$ cat src/rtl/stereo_pkg.sv
// stereo_pkg: frame geometry and bus widths shared by the stereo output path.
package stereo_pkg;
  localparam int IMG_W    = 320;
  localparam int IMG_H    = 240;
  localparam int MAX_DISP = 80;
  localparam int BYTE_W   = 8;
  localparam int WORD_W   = 4 * BYTE_W;
endpackage

$ cat src/rtl/pix_pos_counter.sv
// pix_pos_counter: column/row position within a frame, stepped once per accepted pixel.
module pix_pos_counter #(
  parameter int W  = 320,
  parameter int H  = 240,
  parameter int CW = $clog2(W),
  parameter int RW = $clog2(H)
) (
  input  logic          clk,
  input  logic          rst_n,
  input  logic          clr,
  input  logic          adv,
  output logic [CW-1:0] col,
  output logic [RW-1:0] row,
  output logic          last_col,
  output logic          last_row
);
  assign last_col = col == CW'(W - 1);
  assign last_row = row == RW'(H - 1);
  always_ff @(posedge clk or negedge rst_n)
    if (!rst_n) begin
      col <= '0;
      row <= '0;
    end else if (clr) begin
      col <= '0;
      row <= '0;
    end else if (adv) begin
      col <= last_col ? '0 : col + 1'b1;
      if (last_col) row <= last_row ? '0 : row + 1'b1;
    end
endmodule

$ cat src/rtl/disparity_packer_320.sv
// disparity_packer_320: packs 7-bit disparity bytes from a FWFT FIFO into 32-bit words
// with row/frame markers, zeroing the left border where no disparity exists.
module disparity_packer_320 import stereo_pkg::*; #(
  parameter int IMG_W    = stereo_pkg::IMG_W,
  parameter int IMG_H    = stereo_pkg::IMG_H,
  parameter int MAX_DISP = stereo_pkg::MAX_DISP
) (
  input  logic              clk,
  input  logic              rst_n,
  input  logic              clr,
  input  logic [BYTE_W-1:0] in_data,
  input  logic              in_empty_n,
  output logic              in_deq,
  output logic [WORD_W-1:0] m_data,
  output logic              m_valid,
  input  logic              m_ready,
  output logic              m_last,
  output logic              m_sof,
  output logic              frame_done
);
  localparam int CW = $clog2(IMG_W);
  localparam int RW = $clog2(IMG_H);
  logic [1:0]          lane;
  logic [3*BYTE_W-1:0] pack;
  logic [CW-1:0]       col;
  logic [RW-1:0]       row;
  logic                last_col, last_row, out_last_row, load;
  logic [BYTE_W-1:0]   px;
  // lane 3 completes a word, so it may only pop when the output register can take it
  assign in_deq = rst_n & ~clr & in_empty_n & ((lane != 2'd3) | ~m_valid | m_ready);
  assign load   = in_deq & (lane == 2'd3);
  assign px     = (col < CW'(MAX_DISP)) ? '0 : in_data & {1'b0, {(BYTE_W-1){1'b1}}};
  pix_pos_counter #(.W(IMG_W), .H(IMG_H)) u_pos (
    .clk      (clk),
    .rst_n    (rst_n),
    .clr      (clr),
    .adv      (in_deq),
    .col      (col),
    .row      (row),
    .last_col (last_col),
    .last_row (last_row)
  );
  // bytes shift in from the top so the lowest column ends up in bits [7:0]
  always_ff @(posedge clk or negedge rst_n)
    if (!rst_n) begin
      lane         <= '0;
      pack         <= '0;
      m_data       <= '0;
      m_valid      <= 1'b0;
      m_last       <= 1'b0;
      m_sof        <= 1'b0;
      out_last_row <= 1'b0;
      frame_done   <= 1'b0;
    end else if (clr) begin
      lane         <= '0;
      pack         <= '0;
      m_data       <= '0;
      m_valid      <= 1'b0;
      m_last       <= 1'b0;
      m_sof        <= 1'b0;
      out_last_row <= 1'b0;
      frame_done   <= 1'b0;
    end else begin
      frame_done <= m_valid & m_ready & m_last & out_last_row;
      if (in_deq) begin
        lane <= lane + 1'b1;
        pack <= {px, pack[3*BYTE_W-1:BYTE_W]};
      end
      if (load) begin
        m_data       <= {px, pack};
        m_valid      <= 1'b1;
        m_last       <= last_col;
        m_sof        <= (row == '0) && (col == CW'(3));
        out_last_row <= last_row;
      end else if (m_ready) m_valid <= 1'b0;
    end
endmodule

$ cat config.mk
export PLATFORM = sky130hd
export DESIGN_NAME = disparity_packer_320
export DESIGN_NICKNAME = d
export VERILOG_FILES = /design/src/rtl/stereo_pkg.sv /design/src/rtl/pix_pos_counter.sv /design/src/rtl/disparity_packer_320.sv
export SDC_FILE = /design/constraint.sdc
export NUM_CORES = 1
export LEC_CHECK = 0
export CORE_ASPECT_RATIO = 0.8
export CORE_MARGIN = 2
export CORE_UTILIZATION = 51
export CTS_BUF_LIST = sky130_fd_sc_hd__clkbuf_8
export DETAILED_ROUTE_END_ITERATION = 8
export PLACE_DENSITY = 0.76
export SETUP_SLACK_MARGIN = 0.1
export SLEW_MARGIN = 20
export SYNTH_ARGS = -nofsm -noshare
export SYNTH_HDL_FRONTEND = slang
export SYNTH_SLANG_ARGS = --single-unit
$ cat constraint.sdc
create_clock -name clk -period 4.4 [get_ports clk]
set_input_delay 0.88 -clock clk [delete_from_list [all_inputs] [get_ports clk]]
set_output_delay 0.88 -clock clk [all_outputs]
set_load 0.02 [all_outputs]
==> reports/summary.txt, run 1 <==
FLOORPLANNING
--------------------------------------------------------------------------------
Area of the core                                                        6380 um2
Std-Cell Rows                                                                 26
Ports placed on the boundary                                                  50
Effective utilization at floorplan                                         52.7%
Die area                                                                7260 um2
Floorplan die width                                                      94.8 um
Die height                                                               76.6 um

LOGIC SYNTHESIS
--------------------------------------------------------------------------------
Leading area contributor after synthesis                                 dfrtp_1
Combined area of all synthesized cells                                  3360 um2
Number of warnings reported in the yosys synthesis log                         0
Sequential-to-total area share from yosys stat                             54.3%
Count of cell types in the netlist                                            37
Post-Synthesis Cells                                                         350
Top area cells in the synthesized netlist                           dfrtp_1, nand3b_1, nand2_1
Fraction of post-synthesis cell area in the top cell type by area          54.3%
Post-synthesis average cell area                                        9.61 um2
Post-synthesis sequential element count                                       73

TIMING
--------------------------------------------------------------------------------
Final hold violation count                                                     0
Highest clock rate                                                       285 MHz
Clock skew after layout                                                0.0108 ns
Crit path time final                                                     3.51 ns
RSZ-0062 raised after global routing                                          no
Worst Tran Pin Value                                                    0.916 ns
Final setup TNS                                                             0 ns
Total of endpoints with negative setup slack in the final report               0
Worst-case setup margin in the final layout                             0.892 ns
Fraction of the cycle the final worst path needs                           79.7%
Max Transition Viols Final                                                     0
Relative max-transition margin                                             38.9%

CLOCK TREE
--------------------------------------------------------------------------------
Clk buf depth                                                                  2
Later-pin clock latency in the skew report                               0.35 ns
H-tree lvl count                                                               3
TritonCTS clock tree                                                       built
Number of setup buffers added after CTS                                        0
Number of buffers inserted during clock tree synthesis                         9
Number of clock sinks                                                         73
Clock-pin slew on the worst setup and hold paths                         0.07 ns
Hold-fix buffer count after cts                                                0
Total of cells resized after clock tree synthesis                              0
Root cell of the clock tree                                             clkbuf_8

PLACED DESIGN
--------------------------------------------------------------------------------
DP Worst Slack                                                          0.896 ns
Estimated wirelength of the detail-placed design                         4590 um
Instance count after placement with tap cells included                       462
Routability-driven placement congestion ratio                              0.777
Total of buffers placed on input and output ports                             44

ROUTING
--------------------------------------------------------------------------------
Routed length on met2                                                    3170 um
Routed WL per cell                                                       14.9 um
Routed metal-1 wire length                                               3500 um
Antenna viol nets, final                                                       0
Number of vias in the routed layout                                         2612
Vias per cell                                                               5.46
TritonRoute pass-1 iters                                                       4
Routed wire length                                                       7120 um
Number of design rule violations left after detail routing                     0
DR top layer                                                                met4
Metal3 WL                                                                 343 um
Number of DRC markers in iteration 0                                         230

GRT
--------------------------------------------------------------------------------
Largest net degree at the start of global routing                             75
Via count of the first global-routing pass                                  2512
First-pass GRT wire length                                              12400 um
Final global-route overflow total                                              0
Initial antenna violation count                                                0
Global routing usage summed across all routing layers                      22.0%

MIN PATH
--------------------------------------------------------------------------------
Worst Hold Class                                                      reg -> reg
Hold-critical path depth                                                       2

SETUP PATH
--------------------------------------------------------------------------------
CP Launch Type                                                         input pin
Required time at the worst-slack endpoint                                3.52 ns
Critical-path maximum fanout                                                   3
Arrival time worst endpoint                                              2.63 ns
Critical path class                                                    in -> out
Worst Reg2Reg Path Length in Cells                                             8
Endpoint class of the critical path                                   output pin

FINISH
--------------------------------------------------------------------------------
Area growth from synthesis to layout                                       19.9%
End-of-flow core utilization                                               63.2%
Proportion of layout cells with a drive suffix above 1                     6.85%
Nets                                                                         407
Diodes inserted                                                                0
Post-layout instance count excluding filler cells                            478

POWER AND IR DROP
--------------------------------------------------------------------------------
Pwr Density                                                           309 nW/um2
Overall power                                                          0.00124 W
Peak VDD IR                                                           0.000195 V
Leakage                                                                  1.86 nW

OUTCOME
--------------------------------------------------------------------------------
Status                                                              complete, no violations

FLOW RUN
--------------------------------------------------------------------------------
Max-Cap Viols                                                                  0

[power by group]
part	switching, W	internal, W	leakage (nW)
clock	0.000249	0.000257	0.102
combinational	0.0000387	0.0000234	0.744
sequential	0.00000355	0.000674	1.02
[worst max-delay path: stages]
cell and delay (ns):
clkdlybuf4s50_1 0.49, nand3b_1 0.14, or3b_1 0.42, inv_2 0.09, clkdlybuf4s50_1 0.61
[sequential cells by signal (all words and copies together), names as in the netlist]
name	count
m_last	1
u_pos.row	8
m_valid	1
u_pos.col	9
frame_done	1
m_data	28
m_sof	1
lane	2
out_last_row	1
pack	21
[cell families (layout without fill, tap and decap cells)]
logic type / Yosys count / in the layout / synth area share [%]
xor gates and xnor gates: 8 / 8 / 2.08
DFF: 73 / 73 / 54.3
other: 1 / 4 / 0.112
and+or+nand+nor: 194 / 194 / 30.7
buffers and inverters: 27 / 68 / 3.57
adders and majority gates: 5 / 5 / 1.86
muxes: 2 / 2 / 0.633
AOI/OAI and AO/OA: 40 / 40 / 6.74
[per-stage QoR]
stage	area, um2	hold slack [ns]
floorplan	3370	0.439
global placement	3840	0.456
detailed placement	3840	0.466
CTS	4030	0.482
global route	4030	0.514
finish	4030	0.475
[area by class of cell]
cell class	instances	area, um2
clock inverters	7	63.8
fillers	568	2350
well taps	84	105
clock buffers	9	124
flip-flops and latches	73	1830
repair buffers	49	473
inverters	3	11.3
multi-input cells	253	1430
[cells in the mapped netlist]
master    count
buf_4         4
nor4b_1       1
o21bai_1      1
nor3_1        3
nor4_1        4
nand4b_1      1
and4b_1       1
nand4_1       1
conb_1        1
a31oi_1       2
o31ai_1       4
ha_1          5
nand2_1      87
nand3b_1     52
or2_4         1
inv_1         2
nand2b_1      4
clkbuf_1     16
buf_1         1
mux2_2        1
nand2_2       2
a22o_1        1
o21ai_0      27
o31ai_2       1
buf_2         3
or3b_1        1
and3_1        3
nor2b_1       5
nand3_1      10
nor4_4        1
inv_2         1
dfrtp_1      73
mux2i_1       1
xnor2_1       7
xor2_1        1
a21oi_1       4
nor2_1       17
[cells in the final DEF, fill, tap and decap left out, types with 2 or more instances in the layout]
cell	n
a21oi_1	4
clkbuf_8	9
nand2_2	2
nor4_1	4
buf_4	5
nor3_1	3
clkinv_2	2
inv_1	4
ha_1	5
nor2_1	17
nor2b_1	5
clkdlybuf4s50_1	43
nand2_1	87
nand3_1	10
nand3b_1	52
o31ai_1	4
xnor2_1	7
dfrtp_1	73
and3_1	3
o21ai_0	27
nand2b_1	4
a31oi_1	2
conb_1	4
[per-layer routing]
metal | vias up | GRT usage, %
li1 | 1254 | -
met1 | 1271 | 33.3
met2 | 79 | 30.4
met3 | 8 | 5.04
met4 | 0 | 9.13
met5 | - | 0
[path summary, 6_finish.rpt]
path / slack [ns] / from / end
max in group asynchronous: 3.04 / rst_n / pack[1]
worst max-delay path: 0.89 / m_ready / in_deq
worst min-delay path: 0.47 / pack[2] / m_data[2]
worst max register to register: 2.12 / lane[0] / u_pos.row[5]
worst min register to register: 0.47 / pack[2] / m_data[2]
min in group asynchronous: 0.77 / rst_n / u_pos.col[2]
(Power assumes the default switching activity.)
==> run 2, diff against run 1 <==
--- a/config.mk
+++ b/config.mk
@@ -10,7 +10,7 @@
 export CORE_UTILIZATION = 51
 export CTS_BUF_LIST = sky130_fd_sc_hd__clkbuf_8
 export DETAILED_ROUTE_END_ITERATION = 8
-export PLACE_DENSITY = 0.76
+export PLACE_DENSITY = 0.79
 export SETUP_SLACK_MARGIN = 0.1
 export SLEW_MARGIN = 20
 export SYNTH_ARGS = -nofsm -noshare
==> constraint.sdc (replaced) <==
create_clock -name clk -period 3.04 [get_ports clk]
set_input_delay 0.608 -clock clk [delete_from_list [all_inputs] [get_ports clk]]
set_output_delay 0.608 -clock clk [all_outputs]
set_load 0.02 [all_outputs]
==> reports/summary.txt, run 2 (same netlist as run 1, synthesis figures left out) <==
OUTCOME
-------------------------------------------------------------------------------
Status                                                             complete, no violations

FINISH
-------------------------------------------------------------------------------
Combined area of the multi-input logic cells                           1430 um2   unchanged
Largest register by flop count                                           m_data
Total non-filler cell area in the finished layout                      4090 um2   +1.5%
Leading cell types in the layout, fill and taps excluded           nand2_1, dfrtp_1, nand3b_1, clkdlybuf4s50_1, o21ai_0
Diodes inserted                                                               0   unchanged
Proportion of layout cells with a drive suffix above 1                    7.59%   +0.74 points
Most common cell after layout, fill and taps aside                      nand2_1
Filler instances                                                            557   -1.9%
Nets                                                                        408   +0.25%
Top flop regs                                                      m_data: 28 flops, pack: 21 flops, u_pos.col: 9 flops
Max reg flops                                                                28   unchanged
Area growth from synthesis to layout                                      21.7%
Area of all sequential standard cells                                  1830 um2   unchanged

ROUTING
-------------------------------------------------------------------------------
TritonRoute pass-1 iters                                                      5   +1
Number of design rule violations left after detail routing                    0   unchanged
Routed WL per cell                                                      15.4 um   +3.5%
Number of DRC markers in iteration 0                                        218   -5.2%
Vias per cell                                                              5.44   -0.51%
Routed wire length                                                      7380 um   +3.7%
Number of vias in the routed layout                                        2604   -0.31%
Antenna viol nets, final                                                      0   unchanged

TIMING
-------------------------------------------------------------------------------
Max Transition Viols Final                                                    0   unchanged
Final hold violation count                                                    0   unchanged
Total of endpoints with negative setup slack in the final report              0   unchanged
Worst Tran Pin Value                                                   0.917 ns   +0.000824 ns
Fraction of the cycle the final worst path needs                          88.8%
Final setup TNS                                                            0 ns   unchanged
Clock skew after layout                                              0.00911 ns   -0.00164 ns
RSZ-0062 raised after global routing                                         no
Highest clock rate                                                      370 MHz
Crit path time final                                                    2.70 ns
Relative max-transition margin                                            38.9%   -0.055 points
Worst hold slack                                                       0.480 ns   +0.00501 ns

MIN PATH
-------------------------------------------------------------------------------
Hold path startpoint                                                    pack[0]
Worst Hold Class                                                     reg -> reg

GRT
-------------------------------------------------------------------------------
Initial antenna violation count                                               0   unchanged
Final global-route overflow total                                             0   unchanged
Via count of the first global-routing pass                                 2603   +3.6%
Largest net degree at the start of global routing                            75   unchanged
Global routing usage summed across all routing layers                     23.1%   +1.1 points
First-pass GRT wire length                                             13000 um   +5.1%

PLACED DESIGN
-------------------------------------------------------------------------------
Estimated wirelength of the detail-placed design                        4640 um   +1.2%
Post-placement cell area                                               3850 um2   +0.20%
Routability-driven placement congestion ratio                             0.795   +2.3%
Total of buffers placed on input and output ports                            44   unchanged

FLOORPLANNING
-------------------------------------------------------------------------------
Area of the core                                                       6380 um2   unchanged
Die height                                                              76.6 um   unchanged
Ports placed on the boundary                                                 50   unchanged
Effective utilization at floorplan                                        52.7%   unchanged
Floorplan die width                                                     94.8 um   unchanged
Die area                                                               7260 um2   unchanged
Std-Cell Rows                                                                26   unchanged

POWER AND IR DROP
-------------------------------------------------------------------------------
Overall power                                                         0.00199 W   +60%
Leakage                                                                 1.89 nW   +1.7%
Peak VDD IR                                                          0.000326 V   +67%
Pwr Density                                                          486 nW/um2   +57%

SETUP PATH
-------------------------------------------------------------------------------
CP Launch Type                                                        input pin
Arrival time worst endpoint                                             2.09 ns   -0.54 ns
Startpoint of the worst setup timing path                               m_ready
Endpoint class of the critical path                                  output pin
Critical path class                                                   in -> out
Required time at the worst-slack endpoint                               2.43 ns   -1.09 ns
Reg-to-reg startpoint                                                   lane[0]
Critical-path maximum fanout                                                  3   unchanged

CLOCK TREE
-------------------------------------------------------------------------------
Clk buf depth                                                                 2   unchanged
TritonCTS clock tree                                                      built
Clock-pin slew on the worst setup and hold paths                        0.08 ns   about the same
Later-pin clock latency in the skew report                              0.35 ns   about the same
Root cell of the clock tree                                            clkbuf_8
H-tree lvl count                                                              3   unchanged
Hold-fix buffer count after cts                                               0   unchanged
Number of buffers inserted during clock tree synthesis                        9   unchanged
Number of clock sinks                                                        73   unchanged

FLOW RUN
-------------------------------------------------------------------------------
Max-Cap Viols                                                                 0   unchanged

-- run 2: cell types whose count changed in the layout (fill, tap and decap cells not counted) --
cell             delta
bufinv_16           +2
inv_1               -2
buf_4               +1
clkdlybuf4s50_1     -1
clkinvlp_4          -1
dlygate4sd2_1       +1
inv_6               +1
-- run 2: cell type report --
type | instances | area share, %
timing repair buffer | 50 | 11.7
clock inverter | 7 | 2.88
tap | 84 | 2.57
sequential | 73 | 44.7
clock buffer | 9 | 3.03
multi-input combinational | 253 | 34.9
inverter | 3 | 0.275
-- run 2: path summary, 6_finish.rpt --
kind                                end  slack, ns  cells after the start
min reg2reg                   m_data[0]       0.48                      2
min in group asynchronous  u_pos.col[2]       0.51                      2
max in group asynchronous    m_data[16]       1.94                      2
min                           m_data[0]       0.48                      2
max                              in_deq       0.34                      5
max reg2reg                u_pos.row[6]       0.77                      8
-- run 2: repair_timing --
item / CTS / global route
endpoints found under the hold margin: 0 / 0
gates resized for setup: 1 / 0
setup endpoints to repair: 1 / 0
setup buffers: 0 / 0
-- run 2: per-layer routing --
layer / vias up / track usage (%) / share of wire [%]
met5: - / 0 / 0
met3: 9 / 6.33 / 5.2
met4: 0 / 7.10 / 1.5
met1: 1263 / 35.6 / 48
met2: 72 / 31.6 / 45
li1: 1260 / - / -
-- run 2: per-stage QoR --
stage | setup WS, ns | instances | utilization, %
floorplan | 0.756 | 353 | -
global placement | 0.0976 | 463 | 60.4
detailed placement | 0.0726 | 463 | 60.4
CTS | 0.338 | 479 | 64.1
global route | 0.268 | 479 | 64.1
finish | 0.340 | 479 | 64.1
-- run 2: worst max-delay path: stages --
cell and delay [ns]:
clkdlybuf4s50_1 0.49, nand3b_1 0.14, or3b_1 0.42, inv_2 0.09, dlygate4sd2_1 0.34
-- run 2: power by group --
group	switching [W]	total (W)	internal (W)
sequential	0.00000538	0.000980	0.000975
combinational	0.0000562	0.0000908	0.0000346
clock	0.000369	0.000915	0.000546
